File: src/rtl/snake_ram_arbiter_if.sv
// Snake RAM port-A bundle: three requester channels, clear control and the RAM pins.
// slave = arbiter side, master = play-core requesters plus RAM.
interface snake_ram_arbiter_if #(
    parameter int AW = 13,
    parameter int DW = 16
);
    logic          req_a, req_b, req_f;
    logic          we_a, we_b, we_f;
    logic [AW-1:0] addr_a, addr_b, addr_f;
    logic [DW-1:0] wdata_a, wdata_b, wdata_f;
    logic          ack_a, ack_b, ack_f;
    logic [DW-1:0] rdata;
    logic          clear_start;
    logic          clear_done;
    logic          busy;
    logic [AW-1:0] ram_addr;
    logic          ram_we;
    logic [DW-1:0] ram_wdata;
    logic [DW-1:0] ram_rdata;

    modport slave (
        input  req_a, req_b, req_f, we_a, we_b, we_f,
        input  addr_a, addr_b, addr_f, wdata_a, wdata_b, wdata_f,
        input  clear_start, ram_rdata,
        output ack_a, ack_b, ack_f, rdata, clear_done, busy,
        output ram_addr, ram_we, ram_wdata
    );

    modport master (
        output req_a, req_b, req_f, we_a, we_b, we_f,
        output addr_a, addr_b, addr_f, wdata_a, wdata_b, wdata_f,
        output clear_start, ram_rdata,
        input  ack_a, ack_b, ack_f, rdata, clear_done, busy,
        input  ram_addr, ram_we, ram_wdata
    );
endinterface

File: src/rtl/snake_ram_arbiter.sv
// Snake RAM port-A arbiter (A/B/F round-robin, or fixed A>B>F with SNAKE_ARB_FIXED_PRIO_EN) plus zero-fill engine.
// Latency: grant sampled in IDLE, RAM driven next cycle, ack the cycle after; requests wait (held) while busy or clearing.
module snake_ram_arbiter #(
    parameter int AW    = 13,
    parameter int DW    = 16,
    parameter int DEPTH = 8192
) (
    input  logic              clk,
    input  logic              rst,
    snake_ram_arbiter_if.slave bus
);
    typedef enum logic [1:0] {ST_IDLE, ST_ACC, ST_RESP, ST_CLEAR} state_t;

    localparam logic [AW-1:0] LAST_ADDR = AW'(DEPTH - 1);

    state_t        r_state, w_state_nxt;
    logic [AW-1:0] r_ram_addr, w_addr_nxt;
    logic          r_ram_we, w_we_nxt;
    logic [DW-1:0] r_ram_wdata, w_wdata_nxt;
    logic [1:0]    r_win, w_win_nxt;
    logic          r_clear_pend, w_pend_nxt;
    logic          r_clear_done, w_done_nxt;
    logic [1:0]    w_grant;
    logic          w_any;
    logic [AW-1:0] w_sel_addr;
    logic          w_sel_we;
    logic [DW-1:0] w_sel_wdata;
    logic          w_resp;

    assign w_any = bus.req_a | bus.req_b | bus.req_f;

`ifdef SNAKE_ARB_FIXED_PRIO_EN
    always_comb begin
        if (bus.req_a)      w_grant = 2'd0;
        else if (bus.req_b) w_grant = 2'd1;
        else                w_grant = 2'd2;
    end
`else
    logic [1:0] r_rr, w_rr_nxt;

    // Search order starts at the pointer: 0 = A,B,F  1 = B,F,A  2 = F,A,B.
    always_comb begin
        w_grant = 2'd0;
        case (r_rr)
            2'd1:    w_grant = bus.req_b ? 2'd1 : (bus.req_f ? 2'd2 : 2'd0);
            2'd2:    w_grant = bus.req_f ? 2'd2 : (bus.req_a ? 2'd0 : 2'd1);
            default: w_grant = bus.req_a ? 2'd0 : (bus.req_b ? 2'd1 : 2'd2);
        endcase
    end
`endif

    always_comb begin
        w_sel_addr  = bus.addr_f;
        w_sel_we    = bus.we_f;
        w_sel_wdata = bus.wdata_f;
        case (w_grant)
            2'd0: begin
                w_sel_addr  = bus.addr_a;
                w_sel_we    = bus.we_a;
                w_sel_wdata = bus.wdata_a;
            end
            2'd1: begin
                w_sel_addr  = bus.addr_b;
                w_sel_we    = bus.we_b;
                w_sel_wdata = bus.wdata_b;
            end
            default: ;
        endcase
    end

    always_comb begin
        w_state_nxt = r_state;
        w_addr_nxt  = r_ram_addr;
        w_we_nxt    = r_ram_we;
        w_wdata_nxt = r_ram_wdata;
        w_win_nxt   = r_win;
        w_pend_nxt  = r_clear_pend;
        w_done_nxt  = 1'b0;
`ifndef SNAKE_ARB_FIXED_PRIO_EN
        w_rr_nxt    = r_rr;
`endif
        case (r_state)
            ST_IDLE: begin
                if (bus.clear_start || r_clear_pend) begin
                    w_state_nxt = ST_CLEAR;
                    w_addr_nxt  = '0;
                    w_we_nxt    = 1'b1;
                    w_wdata_nxt = '0;
                    w_pend_nxt  = 1'b0;
                end else if (w_any) begin
                    w_state_nxt = ST_ACC;
                    w_win_nxt   = w_grant;
                    w_addr_nxt  = w_sel_addr;
                    w_we_nxt    = w_sel_we;
                    w_wdata_nxt = w_sel_wdata;
                end
            end
            ST_ACC: begin
                w_we_nxt    = 1'b0;
                w_state_nxt = ST_RESP;
                if (bus.clear_start) w_pend_nxt = 1'b1;
            end
            ST_RESP: begin
                w_state_nxt = ST_IDLE;
                if (bus.clear_start) w_pend_nxt = 1'b1;
`ifndef SNAKE_ARB_FIXED_PRIO_EN
                w_rr_nxt = (r_win == 2'd2) ? 2'd0 : r_win + 2'd1;
`endif
            end
            ST_CLEAR: begin
                // clear_start here is deliberately ignored: the fill never restarts.
                if (r_ram_addr == LAST_ADDR) begin
                    w_we_nxt    = 1'b0;
                    w_done_nxt  = 1'b1;
                    w_state_nxt = ST_IDLE;
                end else begin
                    w_addr_nxt = r_ram_addr + AW'(1);
                end
            end
            default: w_state_nxt = ST_IDLE;
        endcase
    end

    always_ff @(posedge clk or posedge rst) begin
        if (rst) begin
            r_state      <= ST_IDLE;
            r_ram_addr   <= '0;
            r_ram_we     <= 1'b0;
            r_ram_wdata  <= '0;
            r_win        <= 2'd0;
            r_clear_pend <= 1'b0;
            r_clear_done <= 1'b0;
`ifndef SNAKE_ARB_FIXED_PRIO_EN
            r_rr         <= 2'd0;
`endif
        end else begin
            r_state      <= w_state_nxt;
            r_ram_addr   <= w_addr_nxt;
            r_ram_we     <= w_we_nxt;
            r_ram_wdata  <= w_wdata_nxt;
            r_win        <= w_win_nxt;
            r_clear_pend <= w_pend_nxt;
            r_clear_done <= w_done_nxt;
`ifndef SNAKE_ARB_FIXED_PRIO_EN
            r_rr         <= w_rr_nxt;
`endif
        end
    end

    assign w_resp         = (r_state == ST_RESP);
    assign bus.ack_a      = w_resp && (r_win == 2'd0);
    assign bus.ack_b      = w_resp && (r_win == 2'd1);
    assign bus.ack_f      = w_resp && (r_win == 2'd2);
    assign bus.rdata      = bus.ram_rdata;
    assign bus.clear_done = r_clear_done;
    assign bus.busy       = (r_state != ST_IDLE);
    assign bus.ram_addr   = r_ram_addr;
    assign bus.ram_we     = r_ram_we;
    assign bus.ram_wdata  = r_ram_wdata;
endmodule

File: src/flat_wrapper.sv
// flat-port wrapper written by rule: the top's interface ports become plain ports
module snake_ram_arbiter_flat 
#(
    parameter int AW    = 13,
    parameter int DW    = 16,
    parameter int DEPTH = 8192
)
  (clk, rst, bus_req_a, bus_req_b, bus_req_f, bus_we_a, bus_we_b, bus_we_f, bus_addr_a, bus_addr_b, bus_addr_f, bus_wdata_a, bus_wdata_b, bus_wdata_f, bus_clear_start, bus_ram_rdata, bus_ack_a, bus_ack_b, bus_ack_f, bus_rdata, bus_clear_done, bus_busy, bus_ram_addr, bus_ram_we, bus_ram_wdata);
  snake_ram_arbiter_if #(.AW(AW), .DW(DW)) bus_i ();
  input  logic clk;
  input  logic rst;
  input wire logic [$bits(bus_i.req_a)-1:0] bus_req_a;
  input wire logic [$bits(bus_i.req_b)-1:0] bus_req_b;
  input wire logic [$bits(bus_i.req_f)-1:0] bus_req_f;
  input wire logic [$bits(bus_i.we_a)-1:0] bus_we_a;
  input wire logic [$bits(bus_i.we_b)-1:0] bus_we_b;
  input wire logic [$bits(bus_i.we_f)-1:0] bus_we_f;
  input wire logic [$bits(bus_i.addr_a)-1:0] bus_addr_a;
  input wire logic [$bits(bus_i.addr_b)-1:0] bus_addr_b;
  input wire logic [$bits(bus_i.addr_f)-1:0] bus_addr_f;
  input wire logic [$bits(bus_i.wdata_a)-1:0] bus_wdata_a;
  input wire logic [$bits(bus_i.wdata_b)-1:0] bus_wdata_b;
  input wire logic [$bits(bus_i.wdata_f)-1:0] bus_wdata_f;
  input wire logic [$bits(bus_i.clear_start)-1:0] bus_clear_start;
  input wire logic [$bits(bus_i.ram_rdata)-1:0] bus_ram_rdata;
  output wire logic [$bits(bus_i.ack_a)-1:0] bus_ack_a;
  output wire logic [$bits(bus_i.ack_b)-1:0] bus_ack_b;
  output wire logic [$bits(bus_i.ack_f)-1:0] bus_ack_f;
  output wire logic [$bits(bus_i.rdata)-1:0] bus_rdata;
  output wire logic [$bits(bus_i.clear_done)-1:0] bus_clear_done;
  output wire logic [$bits(bus_i.busy)-1:0] bus_busy;
  output wire logic [$bits(bus_i.ram_addr)-1:0] bus_ram_addr;
  output wire logic [$bits(bus_i.ram_we)-1:0] bus_ram_we;
  output wire logic [$bits(bus_i.ram_wdata)-1:0] bus_ram_wdata;
  assign bus_i.req_a = bus_req_a;
  assign bus_i.req_b = bus_req_b;
  assign bus_i.req_f = bus_req_f;
  assign bus_i.we_a = bus_we_a;
  assign bus_i.we_b = bus_we_b;
  assign bus_i.we_f = bus_we_f;
  assign bus_i.addr_a = bus_addr_a;
  assign bus_i.addr_b = bus_addr_b;
  assign bus_i.addr_f = bus_addr_f;
  assign bus_i.wdata_a = bus_wdata_a;
  assign bus_i.wdata_b = bus_wdata_b;
  assign bus_i.wdata_f = bus_wdata_f;
  assign bus_i.clear_start = bus_clear_start;
  assign bus_i.ram_rdata = bus_ram_rdata;
  assign bus_ack_a = bus_i.ack_a;
  assign bus_ack_b = bus_i.ack_b;
  assign bus_ack_f = bus_i.ack_f;
  assign bus_rdata = bus_i.rdata;
  assign bus_clear_done = bus_i.clear_done;
  assign bus_busy = bus_i.busy;
  assign bus_ram_addr = bus_i.ram_addr;
  assign bus_ram_we = bus_i.ram_we;
  assign bus_ram_wdata = bus_i.ram_wdata;
  snake_ram_arbiter #(.AW(AW), .DW(DW), .DEPTH(DEPTH)) u_core (.clk(clk), .rst(rst), .bus(bus_i));
endmodule
File: config.mk
export PLATFORM = sky130hd
export DESIGN_NAME = snake_ram_arbiter_flat
export DESIGN_NICKNAME = d
export VERILOG_FILES = /design/src/rtl/snake_ram_arbiter_if.sv /design/src/rtl/snake_ram_arbiter.sv /design/src/flat_wrapper.sv
export SDC_FILE = /design/constraint.sdc
export NUM_CORES = 1
export LEC_CHECK = 0
export BUFFER_PORTS_ARGS = -buffer_cell sky130_fd_sc_hd__buf_2
export CORE_AREA = 5 5 86 88
export DETAILED_ROUTE_END_ITERATION = 8
export DIE_AREA = 0 0 91 93
export HOLD_SLACK_MARGIN = 0.06
export PLACE_DENSITY = 0.89
export SYNTH_ARGS = -nofsm -noshare
export SYNTH_HDL_FRONTEND = slang
export SYNTH_SLANG_ARGS = --single-unit
File: constraint.sdc
create_clock -name clk -period 2.7 [get_ports clk]
set_input_delay 0.54 -clock clk [delete_from_list [all_inputs] [get_ports clk]]
set_output_delay 0.54 -clock clk [all_outputs]
set_load 0.02 [all_outputs]
==> impl_metrics.env, run 1 <==
export IMPL_outcome="finished clean"
export IMPL_synth_top_cell_by_area="dfrtp_1"
export IMPL_fillCellCount=612
export IMPL_netlist_area_um2=2754
export IMPL_synth_xor_area_share_pct=0
export IMPL_regArea_um2=950.9
export IMPL_place_area_um2=3331
export IMPL_maxCapViolCount=0
export IMPL_syn_inst=306
export IMPL_synthTopCellsByArea="dfrtp_1 35%, mux2i_1 9.5%, a211oi_1 6.0%"
export IMPL_cts_made_buffers=5
export IMPL_drc_errors=0
export IMPL_antenna_found_initial=0
export IMPL_crit_required_ps=2920
export IMPL_dp_hpwl_mm=6.449
export IMPL_p_int_mw=1.932
export IMPL_ff2ff_path_depth=8
export IMPL_pin_count=163
export IMPL_coreArea_um2=6569
export IMPL_synth_ff_type="dfrtp_1"
export IMPL_post_cts_buffers=0
export IMPL_synth_common_cells="41 x nor2_1, 38 x dfrtp_1, 26 x mux2i_1, 22 x a211oi_1, 18 x buf_4"
export IMPL_grt_util_all_layers_pct=19.18
export IMPL_fin_skew_ps=11.68
export IMPL_synth_top_area_share_pct=34.53
export IMPL_p_comb_share_pct=58.5
export IMPL_clk_pin_slew_worst_paths_ps=70
export IMPL_crit_slowest_cell="and3_2"
export IMPL_synth_edf_count=0
export IMPL_fmax_mhz=429.4
export IMPL_multi_input_area_um2=1543
export IMPL_slew_headroom_pct=48.46
export IMPL_cts_root_buf="clkbuf_8"
export IMPL_syn2layout_area_growth_pct=24.81
export IMPL_ys_seq_area_share_pct=34.53
export IMPL_routed_wl_mm=8.287
export IMPL_p_clk_share_pct=12.8
export IMPL_first_global_vias=2932
export IMPL_synth_fa_ha_area_share_pct=3.180
export IMPL_vias=2838
export IMPL_gp_congestion=0.9295
export IMPL_setup_tns_ps=0
export IMPL_min_period_over_period_pct=86.25
export IMPL_cts_resized=0
export IMPL_synth_most_common_cell="nor2_1"
export IMPL_fin_nets=535
export IMPL_final_min_clock_period_ps=2329
export IMPL_cts_hold_buffers=0
export IMPL_grt_pass1_wl_mm=13.37
export IMPL_final_area_um2=3437
export IMPL_clk_latency_ps=290
export IMPL_finalHoldViolCount=0
export IMPL_antennaDiodeCount=0
export IMPL_overflow=0
export IMPL_via_per_inst=5.710
export IMPL_setup_violations=0
export IMPL_p_sw_mw=1.762
export IMPL_peakVddDrop_mv=0.4746
export IMPL_p_leak_nw=1.913
export IMPL_synth_compound_area_share_pct=24.76
export IMPL_layout_drive_gt1_share_pct=37.17
export IMPL_synthMuxAreaShare_pct=9.859
export IMPL_yosys_warnings=0
export IMPL_row_count=30
export IMPL_holdCritPathClass="in -> async"
export IMPL_worst_pin_slew_ps=763.1
export IMPL_cts_buffer_depth=2
export IMPL_slew_violations=0
export IMPL_synth_top_family_by_area="compound AO/OA/AOI/OAI gates"
export IMPL_h_tree_depth=2
export IMPL_drtPass1Iterations=6
export IMPL_yosys_area_share_simple_pct=18.17
export IMPL_path_cells="inv_1, ha_1, or3b_1, and3_2, buf_4, nor2_1, a211oi_1, a21o_1"
export IMPL_path_class="reg -> reg"
export IMPL_cts_sinks=38
export IMPL_p_sw_share_pct=47.70
export IMPL_drt_iter0_drc=234
export IMPL_fin_util_pct=52.32
export IMPL_synth_seq_cells=38
export IMPL_wl_per_cell_um=16.67
export IMPL_rsz0062_at_grt="no"
export IMPL_fp_dieW_um=91
export IMPL_postSynthAreaPerCell_um2=9.000
export IMPL_cp_slowest_stage_delay_ps=440
export IMPL_critical_path_arrival_ps=2550
export IMPL_die_h_um=93
export IMPL_ys_types=58
export IMPL_power_density_nw_per_um2=1075
export IMPL_start_util_pct=41.92
export IMPL_io_buffers=130
export IMPL_ant_nets=0
export IMPL_seq_power_share_pct=28.7
export IMPL_worst_path_max_fanout=35
export IMPL_cts_tree="yes"
export IMPL_grt_max_degree=39
export IMPL_end_kind="flip-flop"
export IMPL_start_kind="flip-flop"
export IMPL_syn_nets=425
export IMPL_dieArea_um2=8463
export IMPL_async_flop_share_pct=100.0
## final timing paths
kind | slack, ps | startpoint | endpoint
worst max register to register | 370 | u_core.r_rr[0] | u_core.bus.ram_wdata[9]
worst max-delay path | 370 | u_core.r_rr[0] | u_core.bus.ram_wdata[9]
worst min-delay path | 360 | rst | u_core.r_win[0]
max in group asynchronous | 1990 | rst | u_core.bus.ram_addr[3]
worst min register to register | 470 | u_core.bus.ram_wdata[4] | u_core.bus.ram_wdata[4]
min in group clk | 470 | u_core.bus.ram_wdata[4] | u_core.bus.ram_wdata[4]
## through the flow
stage	hold slack (ps)	total power, mW	setup slack, ps	instances
floorplan	486.8	2.650	576.9	306
global placement	456.3	3.138	401.3	489
detailed placement	460.2	3.221	418.1	489
CTS	378.7	3.703	400.7	497
global route	419.8	3.977	162.0	497
finish	359.7	3.693	371.2	497
## flip-flops by register name, summed over array words and instances, names as in the netlist
register and count:
u_core.bus.ram_addr 13, u_core.bus.clear_done 1, u_core.r_state 2, u_core.bus.ram_wdata 16, u_core.r_win 2, u_core.r_rr 2, u_core.bus.ram_we 1, u_core.r_clear_pend 1
## cells by family (layout without fill, tap and decap cells)
logic type	Yosys count	after routing
and+or+nand+nor	99	99
AOI/OAI and AO/OA	92	92
buffers and inverters	43	154
DFF	38	38
muxes	27	27
adders and majority gates	7	7
## power by group through the flow
| stage | combinational [mW] | sequential [mW] | clock [mW] |
|---|---|---|---|
| after floorplan | 1.40 | 1.25 | 0 |
| after global placement | 2.09 | 1.05 | 0 |
| after detailed placement | 2.16 | 1.06 | 0 |
| after CTS | 2.17 | 1.05 | 0.479 |
| after global routing | 2.36 | 1.10 | 0.514 |
| final | 2.16 | 1.06 | 0.472 |
## layer usage
layer  wire (um)  share of wire [%]  track usage (%)  vias to the layer above
met5           0                  0                0                        -
met3         743                9.0            4.907                       29
met1        2976                 36            21.68                     1324
li1            -                  -                -                     1337
met2        4244                 51            33.35                      148
met4         322                3.9            9.658                        0
## layout make-up
type	count	area share (%)
Clock buffer	7	2.221
Clock inverter	1	0.8737
Inverter	9	0.9829
Multi-Input combinational cell	225	44.89
Sequential cell	38	27.67
Tap cell	80	2.912
Timing Repair Buffer	137	20.46
## cell usage in the layout, fill, tap and decap left out, types with 5 or more instances in the layout
master    instances
buf_2           130
nand3_1          11
nor2_1           41
a211o_1           6
a21o_1           17
mux2i_1          26
ha_1              7
clkbuf_8          5
dfrtp_1          38
nor3_1            7
o21ai_0          16
buf_4             7
nand2_1          12
a211oi_1         22
a21oi_1           5
inv_1             9
## critical path, delay by kind of cell (launching register included)
kind | cells | cell delay, ps
simple gates | 3 | 720
buf+inv | 2 | 450
compound gates | 2 | 370
flops | 1 | 360
fa+ha+maj | 1 | 350
(Power assumes the default switching activity.)
==> run 2, diff against run 1 <==
- CORE_AREA: 5 5 86 88 -> 2 2 83 85
- DIE_AREA: 0 0 91 93 -> 0 0 85 87
==> impl_metrics.env, run 2 (synthesis gave the netlist of run 1 again) <==
export IMPL_gp_congestion=0.9032
export IMPL_fin_skew_ps=13.03
export IMPL_stdcell_count=496
export IMPL_total_power_mw=3.639
export IMPL_cts_sinks=38
export IMPL_grt_use_met3_pct=4.834
export IMPL_fin_util_pct=52.17
export IMPL_cts_buffer_depth=2
export IMPL_clk_pin_slew_worst_paths_ps=80
export IMPL_via_per_inst=5.681
export IMPL_grt_util_all_layers_pct=21.80
export IMPL_dpl_cell_count=488
export IMPL_fp_dieW_um=85
export IMPL_cp_slowest_stage_delay_ps=560
export IMPL_syn2layout_area_growth_pct=24.44
export IMPL_timing_rr_end="u_core.bus.ram_addr[11]"
export IMPL_layout_drive_gt1_share_pct=37.26
export IMPL_mostFrequentLayoutCells="130 x buf_2, 41 x nor2_1, 38 x dfrtp_1"
export IMPL_vias=2818
export IMPL_crit_slowest_cell="nor4b_1"
export IMPL_slew_headroom_pct=53.34
export IMPL_setup_violations=0
export IMPL_pin_count=163
export IMPL_start_util_pct=41.92
export IMPL_setup_tns_ps=0
export IMPL_fillCellCount=595
export IMPL_power_density_nw_per_um2=1062
export IMPL_r2r_setup_slack_ps=230
export IMPL_worst_pin_slew_ps=690.9
export IMPL_crit_family="simple AND/OR/NAND/NOR gates"
export IMPL_gr_usage_met1_pct=26.52
export IMPL_cts_hold_buffers=0
export IMPL_wl_per_cell_um=16.02
export IMPL_routed_wl_mm=7.948
export IMPL_end_kind="flip-flop"
export IMPL_setup_worst_path_end="u_core.bus.ram_addr[11]"
export IMPL_rsz0062_at_grt="no"
export IMPL_outcome="finished clean"
export IMPL_drt_iter0_drc=286
export IMPL_cp_startpoint="u_core.r_rr[0]"
export IMPL_first_global_vias=2760
export IMPL_die_h_um=87
export IMPL_grt_max_degree=39
export IMPL_coreArea_um2=6569
export IMPL_largest_reg_flops=16
export IMPL_dieArea_um2=7395
export IMPL_finalHoldViolCount=0
export IMPL_path_cells="inv_1, ha_1, nor4b_1, a31oi_4, buf_12, mux2i_1, a2111oi_0, nand3b_1"
export IMPL_final_min_clock_period_ps=2471
export IMPL_multi_input_area_um2=1543
export IMPL_cts_tree="yes"
export IMPL_dp_hpwl_mm=6.003
export IMPL_cts_made_buffers=5
export IMPL_cts_resized=0
export IMPL_post_cts_buffers=0
export IMPL_crit_required_ps=2930
export IMPL_antenna_found_initial=0
export IMPL_regArea_um2=950.9
export IMPL_path_class="reg -> reg"
export IMPL_layout_commonest_cell="buf_2"
export IMPL_overflow=0
export IMPL_min_period_over_period_pct=91.52
export IMPL_drc_errors=0
export IMPL_critPathBufInv=2
export IMPL_worst_path_max_fanout=35
export IMPL_fin_nets=534
export IMPL_holdCritPathClass="in -> async"
export IMPL_start_kind="flip-flop"
export IMPL_fmax_mhz=404.7
export IMPL_p_leak_nw=1.909
export IMPL_peakVddDrop_mv=0.4587
export IMPL_grt_pass1_wl_mm=12.99
export IMPL_ant_nets=0
export IMPL_maxCapViolCount=0
export IMPL_row_count=30
export IMPL_antennaDiodeCount=0
export IMPL_h_tree_depth=2
export IMPL_clk_latency_ps=290
export IMPL_r2r_start="u_core.r_rr[0]"
export IMPL_grtUsageMet2_pct=36.79
export IMPL_path_depth=8
export IMPL_ff2ff_path_depth=8
export IMPL_critical_path_arrival_ps=2700
export IMPL_drtPass1Iterations=5
export IMPL_cts_root_buf="clkbuf_8"
export IMPL_slew_violations=0
export IMPL_grt_most_used_layer="met2"
export IMPL_io_buffers=130
## run 2: cell count changes in the layout (fill, tap and decap cells not counted)
| cell | before | now |
|---|---|---|
| buf_12 | 0 | 1 |
| buf_4 | 7 | 5 |
| bufinv_16 | 1 | 0 |
| clkbuf_1 | 2 | 1 |
| clkbuf_8 | 5 | 6 |
| clkinv_2 | 0 | 1 |
## run 2: final cells by class
cell class                 count  share of cell area, %
clock inverter                 1                 0.1460
timing repair buffer         136                  20.66
tap                           80                  2.921
clock buffer                   7                  2.519
sequential                    38                  27.75
inverter                       9                 0.9858
multi-input combinational    225                  45.02
## run 2: per-layer routing
layer,vias up,part of all wire [%]
li1,1346,-
met1,1302,40
met2,145,51
met3,25,6.6
met4,0,2.7
met5,-,0
## run 2: power by group
group	internal, mW	switching (mW)
registers	0.815	0.239
clock network	0.206	0.204
logic	0.851	1.32
total	1.87	1.77
## run 2: worst min-delay path by stage
stage / startpoint / end / cells after the start
after global placement: u_core.bus.ram_wdata[4] / u_core.bus.ram_wdata[4] / 1
final: rst / u_core.bus.ram_wdata[13] / 3
after floorplan: u_core.r_win[0] / u_core.r_win[0] / 2
after CTS: rst / u_core.r_win[1] / 3
after detailed placement: u_core.bus.ram_wdata[10] / u_core.bus.ram_wdata[10] / 1
after global routing: rst / u_core.r_win[1] / 3
## run 2: through the flow
| stage | instance area, um^2 | worst slack [ps] | hold slack, ps |
|---|---|---|---|
| 2_1_floorplan | 2754 | 576.9 | 486.8 |
| 3_3_place_gp | 3336 | 464.1 | 456.0 |
| 3_5_place_dp | 3336 | 252.7 | 460.7 |
| 4_1_cts | 3427 | 237.4 | 401.9 |
| 5_1_grt | 3427 | 63.43 | 462.3 |
| 6_report | 3427 | 229.0 | 384.7 |
## run 2: worst register-to-register path, cell delays in order, from the launching register on
cell       delay [ps]
dfrtp_1           360
inv_1              60
ha_1              350
nor4b_1           560
a31oi_4            70
buf_12            220
mux2i_1           140
a2111oi_0         500
nand3b_1          170
